File: config.mk
export PLATFORM = sky130hd
export DESIGN_NAME = pi_tx_ctrl
export DESIGN_NICKNAME = d
export VERILOG_FILES = /design/src/rtl/pi_pkg.sv /design/src/rtl/pi_tx_fifo.sv /design/src/rtl/pi_tx_ctrl.sv
export SDC_FILE = /design/constraint.sdc
export NUM_CORES = 1
export LEC_CHECK = 0
export CAP_MARGIN = 25
export CORE_ASPECT_RATIO = 0.6
export CORE_MARGIN = 1
export CORE_UTILIZATION = 50
export DETAILED_ROUTE_END_ITERATION = 7
export PLACE_DENSITY = 0.79
export SYNTH_ARGS = -nofsm -noshare
export SYNTH_HDL_FRONTEND = slang
export SYNTH_SLANG_ARGS = --single-unit
File: constraint.sdc
create_clock -name clk -period 2 [get_ports clk]
set_clock_uncertainty 0.15 [all_clocks]
set_input_delay 0.6 -clock clk [delete_from_list [all_inputs] [get_ports clk]]
set_output_delay 0.6 -clock clk [all_outputs]
set_load 0.03 [all_outputs]
File: src/rtl/pi_pkg.sv
// pi_pkg: shared types and constants for the parallel-interface transmit path.
package pi_pkg;
  localparam int PI_DW = 8;
  localparam int PI_CW = 16;
  typedef enum logic [2:0] {
    IDLE,
    SETUP,
    STROBE,
    WAIT_ACK,
    RELEASE
  } pi_state_t;
endpackage

File: src/rtl/pi_tx_fifo.sv
// pi_tx_fifo: synchronous byte FIFO with registered full/empty flags.
module pi_tx_fifo
  import pi_pkg::*;
#(
  parameter int DEPTH = 4
) (
  input  logic             clk,
  input  logic             rst,
  input  logic             push_i,
  input  logic [PI_DW-1:0] data_i,
  input  logic             pop_i,
  output logic [PI_DW-1:0] data_o,
  output logic             full_o,
  output logic             empty_o
);
  localparam int AW = $clog2(DEPTH);
  logic [PI_DW-1:0] mem_q [DEPTH];
  logic [AW:0] wp_q, wp_d, rp_q, rp_d;
  logic full_q, full_d, empty_q, empty_d, push, pop;
  always_comb begin
    push    = push_i & ~full_q;
    pop     = pop_i & ~empty_q;
    wp_d    = wp_q + (AW+1)'(push);
    rp_d    = rp_q + (AW+1)'(pop);
    full_d  = (wp_d[AW] != rp_d[AW]) && (wp_d[AW-1:0] == rp_d[AW-1:0]);
    empty_d = wp_d == rp_d;
  end
  always_ff @(posedge clk or negedge rst) begin
    if (!rst) begin
      wp_q    <= '0;
      rp_q    <= '0;
      full_q  <= 1'b0;
      empty_q <= 1'b1;
    end else begin
      wp_q    <= wp_d;
      rp_q    <= rp_d;
      full_q  <= full_d;
      empty_q <= empty_d;
    end
  end
  always_ff @(posedge clk) begin
    if (push) mem_q[wp_q[AW-1:0]] <= data_i;
  end
  assign data_o  = mem_q[rp_q[AW-1:0]];
  assign full_o  = full_q;
  assign empty_o = empty_q;
endmodule

File: src/rtl/pi_tx_ctrl.sv
// pi_tx_ctrl: FIFO-fed strobe/ack transmitter for the 8-bit parallel interface.
// Define PI_TX_TIMEOUT_EN to enable the WAIT_ACK timeout and the sticky err flag.
module pi_tx_ctrl
  import pi_pkg::*;
#(
  parameter int DEPTH        = 4,
  parameter int STB_CYCLES   = 2,
  parameter int SETUP_CYCLES = 1,
  parameter int ACK_TIMEOUT  = 255
) (
  input  logic             clk,
  input  logic             rst,
  input  logic             wr_en,
  input  logic [PI_DW-1:0] wr_data,
  output logic             full,
  output logic             empty,
  output logic [PI_DW-1:0] dout,
  output logic             stb,
  input  logic             ack,
  output logic             busy,
  output logic             err,
  input  logic             err_clr
);
  pi_state_t state_q, state_d;
  logic [PI_CW-1:0] cnt_q, cnt_d;
  logic [PI_DW-1:0] dout_q, dout_d, head;
  logic [1:0] sync_q;
  logic stb_q, busy_q, err_q, err_d, pop, set_err, ack_s;
  assign ack_s = sync_q[1];
  pi_tx_fifo #(.DEPTH(DEPTH)) u_fifo (
    .clk    (clk),
    .rst    (rst),
    .push_i (wr_en),
    .data_i (wr_data),
    .pop_i  (pop),
    .data_o (head),
    .full_o (full),
    .empty_o(empty)
  );
  // Counters reach "0" on the decremented value, so a load of N spans N clocks.
  always_comb begin
    state_d = state_q;
    cnt_d   = cnt_q;
    pop     = 1'b0;
    set_err = 1'b0;
    case (state_q)
      IDLE: if (!empty) begin
        pop     = 1'b1;
        cnt_d   = PI_CW'(SETUP_CYCLES);
        state_d = SETUP;
      end
      SETUP: begin
        cnt_d = cnt_q - 1'b1;
        if (cnt_d == '0) begin
          cnt_d   = PI_CW'(STB_CYCLES);
          state_d = STROBE;
        end
      end
      STROBE: begin
        cnt_d = cnt_q - 1'b1;
        if (cnt_d == '0) begin
          cnt_d   = PI_CW'(ACK_TIMEOUT);
          state_d = WAIT_ACK;
        end
      end
      WAIT_ACK: begin
        if (ack_s) state_d = RELEASE;
`ifdef PI_TX_TIMEOUT_EN
        else begin
          cnt_d = cnt_q - 1'b1;
          if (cnt_d == '0) begin
            set_err = 1'b1;
            state_d = RELEASE;
          end
        end
`endif
      end
      RELEASE: if (!ack_s) state_d = IDLE;
      default: state_d = IDLE;
    endcase
    dout_d = pop ? head : dout_q;
`ifdef PI_TX_TIMEOUT_EN
    err_d = set_err | (err_q & ~err_clr);
`else
    err_d = 1'b0;
`endif
  end
`ifndef PI_TX_TIMEOUT_EN
  logic unused_err;
  assign unused_err = err_clr | set_err;
`endif
  always_ff @(posedge clk or negedge rst) begin
    if (!rst) begin
      state_q <= IDLE;
      cnt_q   <= '0;
      dout_q  <= '0;
      stb_q   <= 1'b0;
      busy_q  <= 1'b0;
      err_q   <= 1'b0;
      sync_q  <= '0;
    end else begin
      state_q <= state_d;
      cnt_q   <= cnt_d;
      dout_q  <= dout_d;
      stb_q   <= state_d == STROBE;
      busy_q  <= state_d != IDLE;
      err_q   <= err_d;
      sync_q  <= {sync_q[0], ack};
    end
  end
  assign dout = dout_q;
  assign stb  = stb_q;
  assign busy = busy_q;
  assign err  = err_q;
endmodule

==> results of run 1 <==
==> power breakdown <==
group          internal, mW  switching, mW  leakage [nW]
Clock                 0.610          0.494        0.0936
Sequential             1.96          0.228         0.779
Combinational          1.44           1.67         0.868
==> kinds of logic after synthesis <==
family | share of synthesized area [%]
DFF | 61.3
xor gates and xnor gates | 2.49
muxes | 6.65
other | 0.119
and+or+nand+nor | 16.7
buffers and inverters | 2.65
adders and majority gates | 2.37
AOI/OAI and AO/OA | 7.72
==> state kept, by name, summed over array words and instances (netlist names) <==
signal and count:
u_fifo.mem_q 32, dout 8, cnt_q 16, u_fifo.rp_q 3, stb 1, u_fifo.full_o 1, sync_q 2, state_q 3
busy 1, u_fifo.wp_q 3, u_fifo.empty_o 1
==> timing repair <==
item / 4_1_cts / 5_1_grt
pin swaps: 3 / 11
setup buffers: 3 / 4
setup endpoints to repair: 28 / 20
endpoints found under the hold margin: 0 / 0
resized for setup: 22 / 20
==> critical path: stages (launching register included) <==
cell	delay, ns
dfrtp_1	0.39
inv_2	0.08
ha_4	0.13
or4bb_1	0.39
or4_4	0.54
nand4_4	0.13
nand2_4	0.09
mux2i_1	0.12
==> synthesized netlist by cell type, types with 5 or more instances <==
cell type	number	area (um^2)
clkbuf_1	9	33.8
nor3_1	5	25.0
dfrtp_1	38	951
nor2_1	21	78.8
o21ai_0	21	105
nand3_1	5	25.0
a21oi_1	6	30.0
inv_1	6	22.5
mux4_2	8	180
ha_1	6	75.1
edfxtp_1	32	961
o211ai_1	5	37.5
xnor2_1	6	52.6
nand2_1	39	146
==> worst paths after layout <==
kind	start	to	cells after the start
max in group asynchronous	rst	state_q[0]	2
max reg2reg	cnt_q[1]	stb	7
min	rst	dout[4]	2
max	cnt_q[1]	stb	7
min reg2reg	sync_q[0]	sync_q[1]	0
min in group clk	sync_q[0]	sync_q[1]	0
==> per-stage QoR <==
stage | TNS (ns) | instances | power, mW
after floorplan | -1.17 | 258 | 4.01
after global placement | -5.84 | 394 | 4.92
after detailed placement | -6.91 | 394 | 5.04
after CTS | -1.30 | 413 | 6.21
after global routing | -2.76 | 417 | 6.83
final | -1.31 | 417 | 6.40
==> per-layer routing <==
| metal | track usage [%] | part of all wire [%] | vias up |
|---|---|---|---|
| li1 | - | - | 1065 |
| met1 | 30.8 | 47 | 1131 |
| met2 | 34.2 | 47 | 61 |
| met3 | 5.59 | 5.1 | 6 |
| met4 | 8.10 | 0.78 | 0 |
| met5 | 0 | 0 | - |
==> cell usage in the layout, fill, tap and decap left out, types with 2 or more instances in the layout <==
cell | Yosys | routed
a21oi_1 | 6 | 6
buf_4 | 1 | 47
clkbuf_1 | 9 | 3
clkbuf_8 | 0 | 10
clkdlybuf4s50_1 | 0 | 10
clkinv_2 | 0 | 2
dfrtp_1 | 38 | 37
dlygate4sd2_1 | 0 | 11
edfxtp_1 | 32 | 32
ha_1 | 6 | 4
ha_4 | 0 | 2
inv_1 | 6 | 4
inv_2 | 0 | 2
mux2i_1 | 3 | 3
mux4_2 | 8 | 8
nand2_1 | 39 | 38
nand2b_1 | 3 | 3
nand3_1 | 5 | 4
nand3b_1 | 2 | 2
nor2_1 | 21 | 20
nor3_1 | 5 | 4
nor4_4 | 1 | 2
o211ai_1 | 5 | 5
o21ai_0 | 21 | 13
o21ai_1 | 0 | 7
o22a_1 | 2 | 2
or3_4 | 0 | 2
or4_4 | 3 | 5
xnor2_1 | 6 | 4
xnor2_2 | 0 | 2
xor2_1 | 3 | 2
==> layout make-up <==
type	count	area [um^2]
well taps	84	105
clock buffers	13	149
clock inverters	3	42.5
fillers	473	1960
multi-input cells	168	1300
flip-flops and latches	71	1940
inverters	7	27.5
repair buffers	71	586
==> results by group, run 1 <==
Layout
  • Design area: 4150 um^2
  • Nets: 347
  • Ant diodes: 0
  • Area growth syn-to-layout: 31.3%
  • Final core utilization: 67.9%
  • Fraction of layout cells with a size suffix above 1: 31.5%

Die
  • Core Region: 6110 um^2
  • Die height: 63.6 um
  • Die area: 6660 um^2
  • Row cnt: 22
  • IO Count: 26
  • Initial Utilization: 51.7%
  • Die Width: 105 um

Logic synthesis
  • Post-Synthesis Cell Area: 3160 um^2
  • Number of enable flip-flop cells after synthesis: 32
  • Seq cells post-synth: 71
  • Yosys warning total: 0
  • Post-Synthesis Cells: 258
  • Seq/Total Area, Yosys: 61.3%
  • Mean Syn Cell Area: 12.3 um^2
  • Async set-reset flop share out of synthesis: 54.9%
  • Post-synth top flop: dfrtp_1
  • Post-synthesis cell type count: 48
  • Syn nets: 277

Outcome
  • Status: finished with violations
  • Failing checks: negative setup slack

Critical path
  • R2R Setup Slk: -0.14 ns
  • Crit start category: register
  • Critical path peak fanout: 4
  • Crit. End Element: register
  • CP arrival: 2.20 ns
  • CP required: 2.06 ns
  • WS Path Type: register to register

STA
  • Final worst path period need: 2.14 ns
  • F_max: 0.468 GHz
  • Final setup viols: 13
  • Slack of the critical path: -0.137 ns
  • Hold Slack: 0.170 ns
  • Tcrit/Tclk final: 107%
  • Hold Fails Final Rpt: 0
  • Unrepaired setup endpoints after global routing: true
  • Worst Tran Pin Value: 0.506 ns
  • Slew headroom: 66.3%
  • Final count of pins violating max slew: 0

Routing
  • Vias: 2263
  • Final WL: 6640 um
  • Remaining DRCs: 0
  • DRT iter0 DRCs: 110
  • Drt pass-1 iters: 4
  • Post-route ant nets: 0
  • DR vias/cell: 5.43
  • Routed wire per std cell: 15.9 um

CTS
  • Clock Pin Slew Worst Setup and Hold Paths: 0.07 ns
  • CTS tree: done
  • Clk Latency, worst-skew pair: 0.33 ns
  • H-tree levels: 3
  • CTS sink cnt: 71
  • CTS root buf: clkbuf_8
  • Total CTS buffers: 9
  • Clock Path Buffers: 2
  • # hold bufs at CTS: 0

Power
  • Max VDD drop: 0.000854 V
  • PD cells: 1540 nW/um^2
  • Leak Pwr: 1.74 nW

Flow run
  • Max Cap Viol: 0

GRT
  • Vias in the first global route: 2256
  • GRT Total Usage: 22.2%
  • First-pass GRT wire length: 11100 um
  • Initial antenna violation count: 0
  • Largest net degree at the start of global routing: 40
  • Congestion Overflow GR: 0

Placed design
  • Gpl congestion: 0.854
  • Hpwl dp: 4560 um
  • Dpl cell area: 3800 um^2
  • Place WS: -0.283 ns
  • PortBufs: 23

Hold path
  • HP Class: input pin to async pin
No activity file was read; power rests on OpenSTA's default activity.
==> run 2, diff against run 1 <==
--- a/config.mk
+++ b/config.mk
@@ -9,6 +9,7 @@
 export CORE_ASPECT_RATIO = 0.6
 export CORE_MARGIN = 1
 export CORE_UTILIZATION = 50
+export CTS_CLUSTER_DIAMETER = 30
 export DETAILED_ROUTE_END_ITERATION = 7
 export PLACE_DENSITY = 0.79
 export SYNTH_ARGS = -nofsm -noshare
==> results of run 2 <==
Same layout as run 1: the final DEF is identical, and so are final timing and power.
==> run 3, diff against run 2 <==
--- a/config.mk
+++ b/config.mk
@@ -8,10 +8,12 @@
 export CAP_MARGIN = 25
 export CORE_ASPECT_RATIO = 0.6
 export CORE_MARGIN = 1
-export CORE_UTILIZATION = 50
+export CORE_UTILIZATION = 40
 export CTS_CLUSTER_DIAMETER = 30
+export CTS_CLUSTER_SIZE = 16
 export DETAILED_ROUTE_END_ITERATION = 7
-export PLACE_DENSITY = 0.79
+export PLACE_DENSITY = 0.67
+export SETUP_SLACK_MARGIN = 0.05
 export SYNTH_ARGS = -nofsm -noshare
 export SYNTH_HDL_FRONTEND = slang
 export SYNTH_SLANG_ARGS = --single-unit
==> run 3 against run 2 <==
Against the previous run: fmax fell by 2.2%; largest cell class unchanged; global-route usage fell by 3.4 points; register-to-register slack got worse by 0.05 ns; the run still ends with negative setup slack left; sequential cell count did not move; design area rose by 4.6%; first-iteration DRC count rose by 9.1%; sequential share of layout area fell by 2.1 points.
==> results by group, run 3 (synthesis gave the netlist of run 1 again) <==
Critical path
  • Worst path buffer plus inverter count: 0 (-1)
  • Critical path's slowest cell: or4_4
  • CP arrival: 2.27 ns (+0.07 ns)
  • Crit. End Element: register
  • Critical path peak fanout: 7 (+3)
  • Most frequent CP cell: or4_4
  • Crit-path max cell delay: 0.64 ns (+0.10 ns)
  • Crit start category: register
  • CP required: 2.08 ns (+0.02 ns)
  • Crit path cell chain: or4_4 > or4_4 > nand4_4 > nand3b_4 > o211ai_1
  • WS Path Type: register to register
  • CP delay by family, top: simple AND/OR/NAND/NOR gates

Routing
  • Routed wire per std cell: 15.6 um (-1.9%)
  • Remaining DRCs: 0 (unchanged)
  • Post-route ant nets: 0 (unchanged)
  • Vias: 2239 (-1.1%)
  • DRT iter0 DRCs: 120 (+9.1%)
  • Final WL: 6780 um (+2.1%)
  • DR vias/cell: 5.16 (-4.9%)
  • Drt pass-1 iters: 4 (unchanged)

Die
  • IO Count: 26 (unchanged)
  • Die Width: 117 um (+12%)
  • Initial Utilization: 42.5% (-9.3 points)
  • Die area: 8280 um^2 (+24%)
  • Die height: 70.9 um (+11%)
  • Core Region: 7450 um^2 (+22%)
  • Row cnt: 24 (+9.1%)

Power
  • Leak Pwr: 1.81 nW (+4.1%)
  • Total chip power: 7.08 mW (+11%)
  • Max VDD drop: 0.000779 V (-8.7%)
  • PD cells: 1630 nW/um^2 (+5.8%)
  • Net Switching: 2.42 mW (+1.2%)
  • Clock Power Share: 26.0% (+8.7 points)
  • Net Sw Frac: 34.1% (-3.2 points)
  • Combinational fraction of design power: 42.5% (-6.0 points)
  • Internal power: 4.67 mW (+16%)
  • Flop pwr share: 31.4% (-2.8 points)

STA
  • Final setup viols: 12 (-1)
  • Slew headroom: 65.8% (-0.46 points)
  • Worst Tran Pin Value: 0.512 ns (+0.00635 ns)
  • Hold Fails Final Rpt: 0 (unchanged)
  • Slack of the critical path: -0.184 ns (-0.0473 ns)
  • Unrepaired setup endpoints after global routing: true
  • Final worst path period need: 2.18 ns (+0.0473 ns)
  • F_max: 0.458 GHz (-2.2%)
  • Tcrit/Tclk final: 109% (+2.4 points)
  • Final count of pins violating max slew: 0 (unchanged)

Outcome
  • Failing checks: negative setup slack
  • Status: finished with violations

GRT
  • Largest net degree at the start of global routing: 40 (unchanged)
  • Congestion Overflow GR: 0 (unchanged)
  • GRT Total Usage: 18.8% (-3.4 points)
  • First-pass GRT wire length: 11300 um (+2.3%)
  • Vias in the first global route: 2278 (+0.98%)
  • Initial antenna violation count: 0 (unchanged)

CTS
  • # hold bufs at CTS: 0 (unchanged)
  • CTS sink cnt: 71 (unchanged)
  • CTS tree: done
  • CTS root buf: clkbuf_16
  • Total CTS buffers: 9 (unchanged)
  • Clock Pin Slew Worst Setup and Hold Paths: 0.05 ns (-0.02 ns)
  • Clk Latency, worst-skew pair: 0.33 ns (about the same)
  • Clock Path Buffers: 2 (unchanged)
  • H-tree levels: 3 (unchanged)

Placed design
  • Place WS: -0.286 ns (-0.00212 ns)
  • PortBufs: 23 (unchanged)
  • Hpwl dp: 4580 um (+0.49%)
  • Gpl congestion: 0.806 (-5.6%)
  • Dpl cell area: 3830 um^2 (+0.92%)

Layout
  • Design area: 4340 um^2 (+4.6%)
  • Number of flip-flops in the largest register: 32 (unchanged)
  • Area growth syn-to-layout: 37.3%
  • Final core utilization: 58.3% (-9.6 points)
  • Nets: 344 (-0.86%)
  • Final-layout fill cell count: 619 (+31%)
  • Most common cell after layout, fill and taps aside: buf_4
  • Most frequent cells in the layout: buf_4 (40), nand2_1 (38), dfrtp_1 (38)
  • Ant diodes: 0 (unchanged)
  • Fraction of layout cells with a size suffix above 1: 31.8% (+0.29 points)

Hold path
  • HP Class: input pin to async pin

Flow run
  • Max Cap Viol: 0 (unchanged)
run 3: power groups by stage:
stage	Clock [mW]	Combinational (mW)	Sequential, mW
finish	1.84	3.01	2.23
global route	1.94	3.31	2.29
CTS	1.89	2.93	2.22
detailed placement	0	2.78	2.24
global placement	0	2.71	2.23
floorplan	0	1.63	2.40
run 3: final timing paths:
kind,start,end,slack (ns),depth (start not counted)
min,rst,dout[7],0.08,2
max in group asynchronous,rst,u_fifo.empty_o,1.35,2
max,cnt_q[10],cnt_q[6],-0.18,5
min reg2reg,sync_q[0],sync_q[1],0.20,0
max reg2reg,cnt_q[10],cnt_q[6],-0.18,5
min in group clk,sync_q[0],sync_q[1],0.20,0
run 3: cell type report:
type	count	area, um^2	share of cell area, %
sequential	71	1940	44.6
clock inverter	3	90.1	2.07
tap	104	130	3.00
multi-input combinational	168	1310	30.1
clock buffer	13	260	5.99
inverter	7	27.5	0.634
timing repair buffer	68	587	13.5
run 3: what timing repair did:
action,CTS,global route
setup endpoints to repair,28,20
resized for setup,29,18
endpoints found under the hold margin,0,0
buffers inserted,4,3
pin swaps,6,8
cloned,0,0
run 3: routing by layer:
layer  routed length, um  vias to the layer above  part of all wire (%)  global-route usage [%]
li1                    -                     1067                     -                       -
met1                3370                     1123                    50                    27.5
met2                3070                       47                    45                    26.1
met3                 326                        2                   4.8                    5.66
met4                  21                        0                  0.31                    7.74
met5                   0                        -                     0                       0
run 3: stage by stage:
| step | TNS [ns] | instances | hold slack, ns |
|---|---|---|---|
| floorplan | -1.17 | 258 | 0.154 |
| global placement | -6.27 | 412 | 0.185 |
| detailed placement | -7.64 | 412 | 0.197 |
| CTS | -1.48 | 432 | 0.0795 |
| global route | -2.35 | 434 | 0.0965 |
| finish | -1.52 | 434 | 0.0842 |
